--- src/rtl/csr_trap_ctrl.sv ---
`default_nettype none
// ============================================================================
// csr_trap_ctrl : trap/mret sequencer and CSR write-port arbiter (M-mode)
// Revision      : 1.0
// ============================================================================
module csr_trap_ctrl #(
    parameter int          XLEN     = 32,
    parameter int          CSR_AW   = 12,
    parameter logic [1:0]  MPP_MODE = 2'b11
) (
    input  logic              clk,
    input  logic              reset,
    input  logic              timer_irq_i,
    input  logic              ext_irq_i,
    input  logic              mret_i,
    input  logic [XLEN-1:0]   pc_i,
    input  logic              pipe_csr_wr_i,
    input  logic [CSR_AW-1:0] pipe_csr_addr_i,
    input  logic [XLEN-1:0]   pipe_csr_wdata_i,
    output logic              pipe_csr_ack_o,
    input  logic [XLEN-1:0]   csr_mstatus_i,
    input  logic [XLEN-1:0]   csr_mie_i,
    input  logic [XLEN-1:0]   csr_mtvec_i,
    input  logic [XLEN-1:0]   csr_mepc_i,
    output logic              csr_wr_o,
    output logic [CSR_AW-1:0] csr_waddr_o,
    output logic [XLEN-1:0]   csr_wdata_o,
    output logic              stall_o,
    output logic              flush_o,
    output logic              redirect_o,
    output logic [XLEN-1:0]   redirect_pc_o
);

    localparam logic [2:0] c_ST_IDLE     = 3'd0;
    localparam logic [2:0] c_ST_T_EPC    = 3'd1;
    localparam logic [2:0] c_ST_T_CAUSE  = 3'd2;
    localparam logic [2:0] c_ST_T_STATUS = 3'd3;
    localparam logic [2:0] c_ST_T_REDIR  = 3'd4;
    localparam logic [2:0] c_ST_M_STATUS = 3'd5;
    localparam logic [2:0] c_ST_M_REDIR  = 3'd6;

    localparam logic [CSR_AW-1:0] c_ADDR_MSTATUS = CSR_AW'(12'h300);
    localparam logic [CSR_AW-1:0] c_ADDR_MEPC    = CSR_AW'(12'h341);
    localparam logic [CSR_AW-1:0] c_ADDR_MCAUSE  = CSR_AW'(12'h342);

    localparam logic [XLEN-1:0] c_CAUSE_EXT   = {1'b1, {(XLEN-5){1'b0}}, 4'hB};
    localparam logic [XLEN-1:0] c_CAUSE_TIMER = {1'b1, {(XLEN-5){1'b0}}, 4'h7};

    logic [2:0]      r_state;
    logic [XLEN-1:0] r_epc;
    logic [XLEN-1:0] r_cause;

    logic            w_ext_take;
    logic            w_timer_take;
    logic            w_irq_take;
    logic [XLEN-1:0] w_irq_cause;
    logic [XLEN-1:0] w_trap_status;
    logic [XLEN-1:0] w_mret_status;
    logic [XLEN-1:0] w_vec_base;
    logic [XLEN-1:0] w_vec_offset;
    logic [XLEN-1:0] w_trap_target;
    logic            w_unused;

    assign w_ext_take   = csr_mstatus_i[3] & csr_mie_i[11] & ext_irq_i;
    assign w_timer_take = csr_mstatus_i[3] & csr_mie_i[7]  & timer_irq_i;
    assign w_irq_take   = w_ext_take | w_timer_take;
    assign w_irq_cause  = w_ext_take ? c_CAUSE_EXT : c_CAUSE_TIMER;

    assign w_vec_base    = {csr_mtvec_i[XLEN-1:2], 2'b00};
    assign w_vec_offset  = {{(XLEN-7){1'b0}}, r_cause[4:0], 2'b00};
    assign w_trap_target = csr_mtvec_i[0] ? (w_vec_base + w_vec_offset) : w_vec_base;

    // Trap entry: MPIE <- MIE, MIE <- 0, MPP <- MPP_MODE; other bits untouched.
    always_comb begin
        w_trap_status        = csr_mstatus_i;
        w_trap_status[7]     = csr_mstatus_i[3];
        w_trap_status[3]     = 1'b0;
        w_trap_status[12:11] = MPP_MODE;
    end

    // mret: MIE <- MPIE, MPIE <- 1, MPP <- 0.
    always_comb begin
        w_mret_status        = csr_mstatus_i;
        w_mret_status[3]     = csr_mstatus_i[7];
        w_mret_status[7]     = 1'b1;
        w_mret_status[12:11] = 2'b00;
    end

    assign w_unused = &{1'b0, csr_mtvec_i[1], csr_mie_i[XLEN-1:12], csr_mie_i[10:8],
                        csr_mie_i[6:0]};

    always_ff @(posedge clk) begin
        if (!reset) begin
            r_state <= c_ST_IDLE;
            r_epc   <= '0;
            r_cause <= '0;
        end else begin
            case (r_state)
                c_ST_IDLE: begin
                    // A pipeline CSR write defers mret/irq to the next cycle so
                    // they see the freshly written CSR values.
                    if (pipe_csr_wr_i) begin
                        r_state <= c_ST_IDLE;
                    end else if (mret_i) begin
                        r_state <= c_ST_M_STATUS;
                    end else if (w_irq_take) begin
                        r_epc   <= pc_i;
                        r_cause <= w_irq_cause;
                        r_state <= c_ST_T_EPC;
                    end
                end
                c_ST_T_EPC:    r_state <= c_ST_T_CAUSE;
                c_ST_T_CAUSE:  r_state <= c_ST_T_STATUS;
                c_ST_T_STATUS: r_state <= c_ST_T_REDIR;
                c_ST_T_REDIR:  r_state <= c_ST_IDLE;
                c_ST_M_STATUS: r_state <= c_ST_M_REDIR;
                c_ST_M_REDIR:  r_state <= c_ST_IDLE;
                default:       r_state <= c_ST_IDLE;
            endcase
        end
    end

    always_comb begin
        pipe_csr_ack_o = 1'b0;
        csr_wr_o       = 1'b0;
        csr_waddr_o    = '0;
        csr_wdata_o    = '0;
        stall_o        = 1'b1;
        flush_o        = 1'b0;
        redirect_o     = 1'b0;
        redirect_pc_o  = '0;
        case (r_state)
            c_ST_IDLE: begin
                stall_o = 1'b0;
                if (pipe_csr_wr_i) begin
                    pipe_csr_ack_o = 1'b1;
                    csr_wr_o       = 1'b1;
                    csr_waddr_o    = pipe_csr_addr_i;
                    csr_wdata_o    = pipe_csr_wdata_i;
                end
            end
            c_ST_T_EPC: begin
                csr_wr_o    = 1'b1;
                csr_waddr_o = c_ADDR_MEPC;
                csr_wdata_o = r_epc;
            end
            c_ST_T_CAUSE: begin
                csr_wr_o    = 1'b1;
                csr_waddr_o = c_ADDR_MCAUSE;
                csr_wdata_o = r_cause;
            end
            c_ST_T_STATUS: begin
                csr_wr_o    = 1'b1;
                csr_waddr_o = c_ADDR_MSTATUS;
                csr_wdata_o = w_trap_status;
            end
            c_ST_T_REDIR: begin
                flush_o       = 1'b1;
                redirect_o    = 1'b1;
                redirect_pc_o = w_trap_target;
            end
            c_ST_M_STATUS: begin
                csr_wr_o    = 1'b1;
                csr_waddr_o = c_ADDR_MSTATUS;
                csr_wdata_o = w_mret_status;
            end
            c_ST_M_REDIR: begin
                flush_o       = 1'b1;
                redirect_o    = 1'b1;
                redirect_pc_o = csr_mepc_i;
            end
            default: begin
                stall_o = 1'b0;
            end
        endcase
    end

endmodule
`default_nettype wire
--- config.mk ---
export PLATFORM = sky130hd
export DESIGN_NAME = csr_trap_ctrl
export DESIGN_NICKNAME = d
export VERILOG_FILES = /design/src/rtl/csr_trap_ctrl.sv
export SDC_FILE = /design/constraint.sdc
export NUM_CORES = 1
export LEC_CHECK = 0
export CAP_MARGIN = 20
export CORE_MARGIN = 4
export CORE_UTILIZATION = 25
export CTS_BUF_LIST = sky130_fd_sc_hd__clkbuf_8
export CTS_CLUSTER_SIZE = 25
export DETAILED_ROUTE_END_ITERATION = 8
export MAX_ROUTING_LAYER = met4
export PLACE_DENSITY_LB_ADDON = 0.05
export SETUP_SLACK_MARGIN = 0.4
export SLEW_MARGIN = 20
export SYNTH_ARGS = -nofsm -noshare
export SYNTH_HDL_FRONTEND = slang
export SYNTH_SLANG_ARGS = --single-unit
--- constraint.sdc ---
create_clock -name clk -period 3.8 [get_ports clk]
set_input_delay 0.38 -clock clk [delete_from_list [all_inputs] [get_ports clk]]
set_output_delay 0.38 -clock clk [all_outputs]
set_load 0.005 [all_outputs]
==> results.json <==
{
  "async_flop_share": 0,
  "wl_per_cell_um": 15.8,
  "worstPathMaxFanout": 5,
  "crit_required_ns": 3.42,
  "p_switching_uw": 388,
  "fin_worst_skew_ns": 0.0148,
  "dieHeight_um": 126,
  "drive_gt1_frac": 0.106,
  "antenna_found_initial": 0,
  "p_clk_frac": 0.300,
  "cp-start-kind": "input port",
  "multi_input_area_sq_um": 2530,
  "diodes": 0,
  "synth_top_cell_area_share": 0.219,
  "synth_area_sq_um": 3480,
  "die_area_sq_um": 15900,
  "seq_area_sq_um": 761,
  "clock-sinks": 38,
  "fin_tns_setup_ns": 0,
  "relSlewSlack": 0.432,
  "synth.avg_cell_area_sq_um": 7.00,
  "holdWs_ns": 0.455,
  "clkSlewWorstSetupHoldPaths_ns": 0.09,
  "ys_seq_area_frac": 0.219,
  "nNetsFinal": 953,
  "gp_congestion": 0.787,
  "yosys_register_bits": 38,
  "die_w_um": 126,
  "end_kind": "primary output",
  "grt_max_degree": 39,
  "ir_drop_uv": 177,
  "outcome": "complete, no violations",
  "io_buffers": 257,
  "timing.final.crit_share": 0.868,
  "core_area_sq_um": 13500,
  "grt_pass1_wl_um": 22500,
  "total_power_uw": 1430,
  "num_io_pins": 291,
  "grtUsageTotal": 0.177,
  "timing.fmax_mhz": 303,
  "setup_viol": 0,
  "cap_violations": 0,
  "share_comb_of_total_power": 0.410,
  "synth_top_area_cell": "dfxtp_1",
  "hold_viol_final": 0,
  "dp_hpwl_um": 11500,
  "tightest_slew_ns": 0.851,
  "h-tree-depth": 2,
  "clock_latency_ns": 0.29,
  "slew_viol_final": 0,
  "rsz0062_at_grt": "true",
  "rows": 42,
  "p_per_area_nw_per_um2": 225,
  "p_leak_uw": 0.00235,
  "drc": 0,
  "p_seq_frac": 0.289,
  "intPower_uw": 1050,
  "synthTopCellsByCount": "127 x nand2_1, 38 x dfxtp_1, 35 x a21oi_1",
  "initial_core_util": 0.259,
  "drt-pass1-iter-count": 4,
  "critPathKind": "in -> out",
  "via_count": 4341,
  "avgViaCountPerCell": 4.74,
  "cts_made_buffers": 5,
  "layout.filler_cells": 1431,
  "syn_nets": 712,
  "ys_types": 51,
  "cts_tree": "built",
  "fin_crit_ns": 3.30,
  "synthTopCellsByArea": "dfxtp_1 22%, nand2_1 14%, a21boi_2 5.8%",
  "synth_most_common_cell": "nand2_1",
  "yosysWarningCount": 0,
  "cts_hold_buf": 0,
  "synth_edf_count": 0,
  "clk_path_buf_depth": 2,
  "routed_wl_um": 14500,
  "worstHoldPathType": "reg -> reg",
  "cp_data_arrival_time_ns": 2.92,
  "synth-main-ff-cell": "dfxtp_1",
  "grt_pass1_vias": 4408,
  "synthCells": 497,
  "switching_share": 0.270,
  "drtIter0Drc": 203,
  "root_buffer": "clkbuf_8",
  "area_growth_pct": 83.0,
  "gr-total-overflow": 0,
  "final_antenna_net_count": 0
}
[logic make-up after synthesis]
family	count (synthesis)	synth area share
flops	38	0.219
simple gates	231	0.323
mux	5	0.0151
fa+ha+maj	5	0.0201
xor+xnor	26	0.0654
buf+inv	45	0.0615
compound gates	147	0.296
[state kept, by name (all words and copies together), names as in the netlist]
name / flops
r_cause: 3
r_epc: 32
r_state: 3
[layout by cell type (no fill, tap or decap), types with 2 or more instances in the layout]
master	Yosys	routed
clkdlybuf4s50_1	0	256
nand2_1	127	127
dfxtp_1	38	38
a21oi_1	35	33
a22oi_1	27	27
o21ai_0	25	25
xor2_1	23	23
nor2_1	22	21
nand2_2	18	18
a21boi_2	18	18
buf_4	2	15
and3_1	15	14
nand4_1	14	14
a21boi_1	14	14
o21ai_1	10	10
nand3_1	10	9
inv_1	7	7
clkbuf_8	0	6
and2_1	4	4
nor3_1	4	4
nor2b_1	4	4
ha_1	4	4
xnor2_1	3	3
a211oi_1	3	3
mux2i_1	3	3
a21oi_2	0	2
nand4_2	2	2
nor4_2	2	2
mux2_2	2	2
a32oi_1	2	2
nor3_4	2	2
nor4_1	2	2
o211a_1	2	2
bufinv_16	0	2
[stage by stage]
stage	util	std cells	area, sq um	worst slack (ns)
global placement	0.459	904	6180	0.403
global route	0.473	915	6370	0.365
finish	0.473	915	6370	0.501
detailed placement	0.459	904	6180	0.335
floorplan	-	497	3480	1.58
CTS	0.471	912	6330	0.413
[metal layers]
layer,vias to the layer above,GRT usage,part of all wire
met4,0,0.0303,0.0089
met5,-,-,0
met3,6,0.0368,0.059
li1,2221,-,-
met1,1968,0.206,0.42
met2,146,0.319,0.51
[what timing repair did]
action / CTS / global route
pin swaps: 1 / 2
endpoints found under the setup margin: 5 / 20
resized for setup: 2 / 4
setup buffers: 0 / 3
[critical path: stages]
cell and delay [ns]:
clkdlybuf4s50_1 0.48, ha_1 0.19, fa_2 0.24, nand3_2 0.14
a2111oi_4 0.36, buf_4 0.19, nand4_1 0.11, xor2_1 0.16
a21oi_1 0.14, clkdlybuf4s50_1 0.51
[area by class of cell]
type,count,area share
Timing Repair Buffer,272,0.422
Multi-Input combinational cell,414,0.397
Sequential cell,38,0.119
Tap cell,176,0.0346
Clock buffer,6,0.0130
Clock inverter,2,0.00943
Inverter,7,0.00413
[worst paths after layout]
kind | start | end | slack (ns) | cells after the start
worst max-delay path | csr_mtvec_i[2] | redirect_pc_o[24] | 0.50 | 10
worst min-delay path | r_epc[7] | r_epc[7] | 0.46 | 2
worst max register to register | r_state[1] | r_epc[31] | 1.38 | 7
worst min register to register | r_epc[7] | r_epc[7] | 0.46 | 2
[power by group through the flow]
stage	registers [uW]	logic, uW	clock network [uW]
floorplan	422	208	0
global placement	424	585	0
detailed placement	424	591	0
CTS	415	595	445
global route	416	640	457
finish	415	589	431
(Power assumes the default switching activity.)
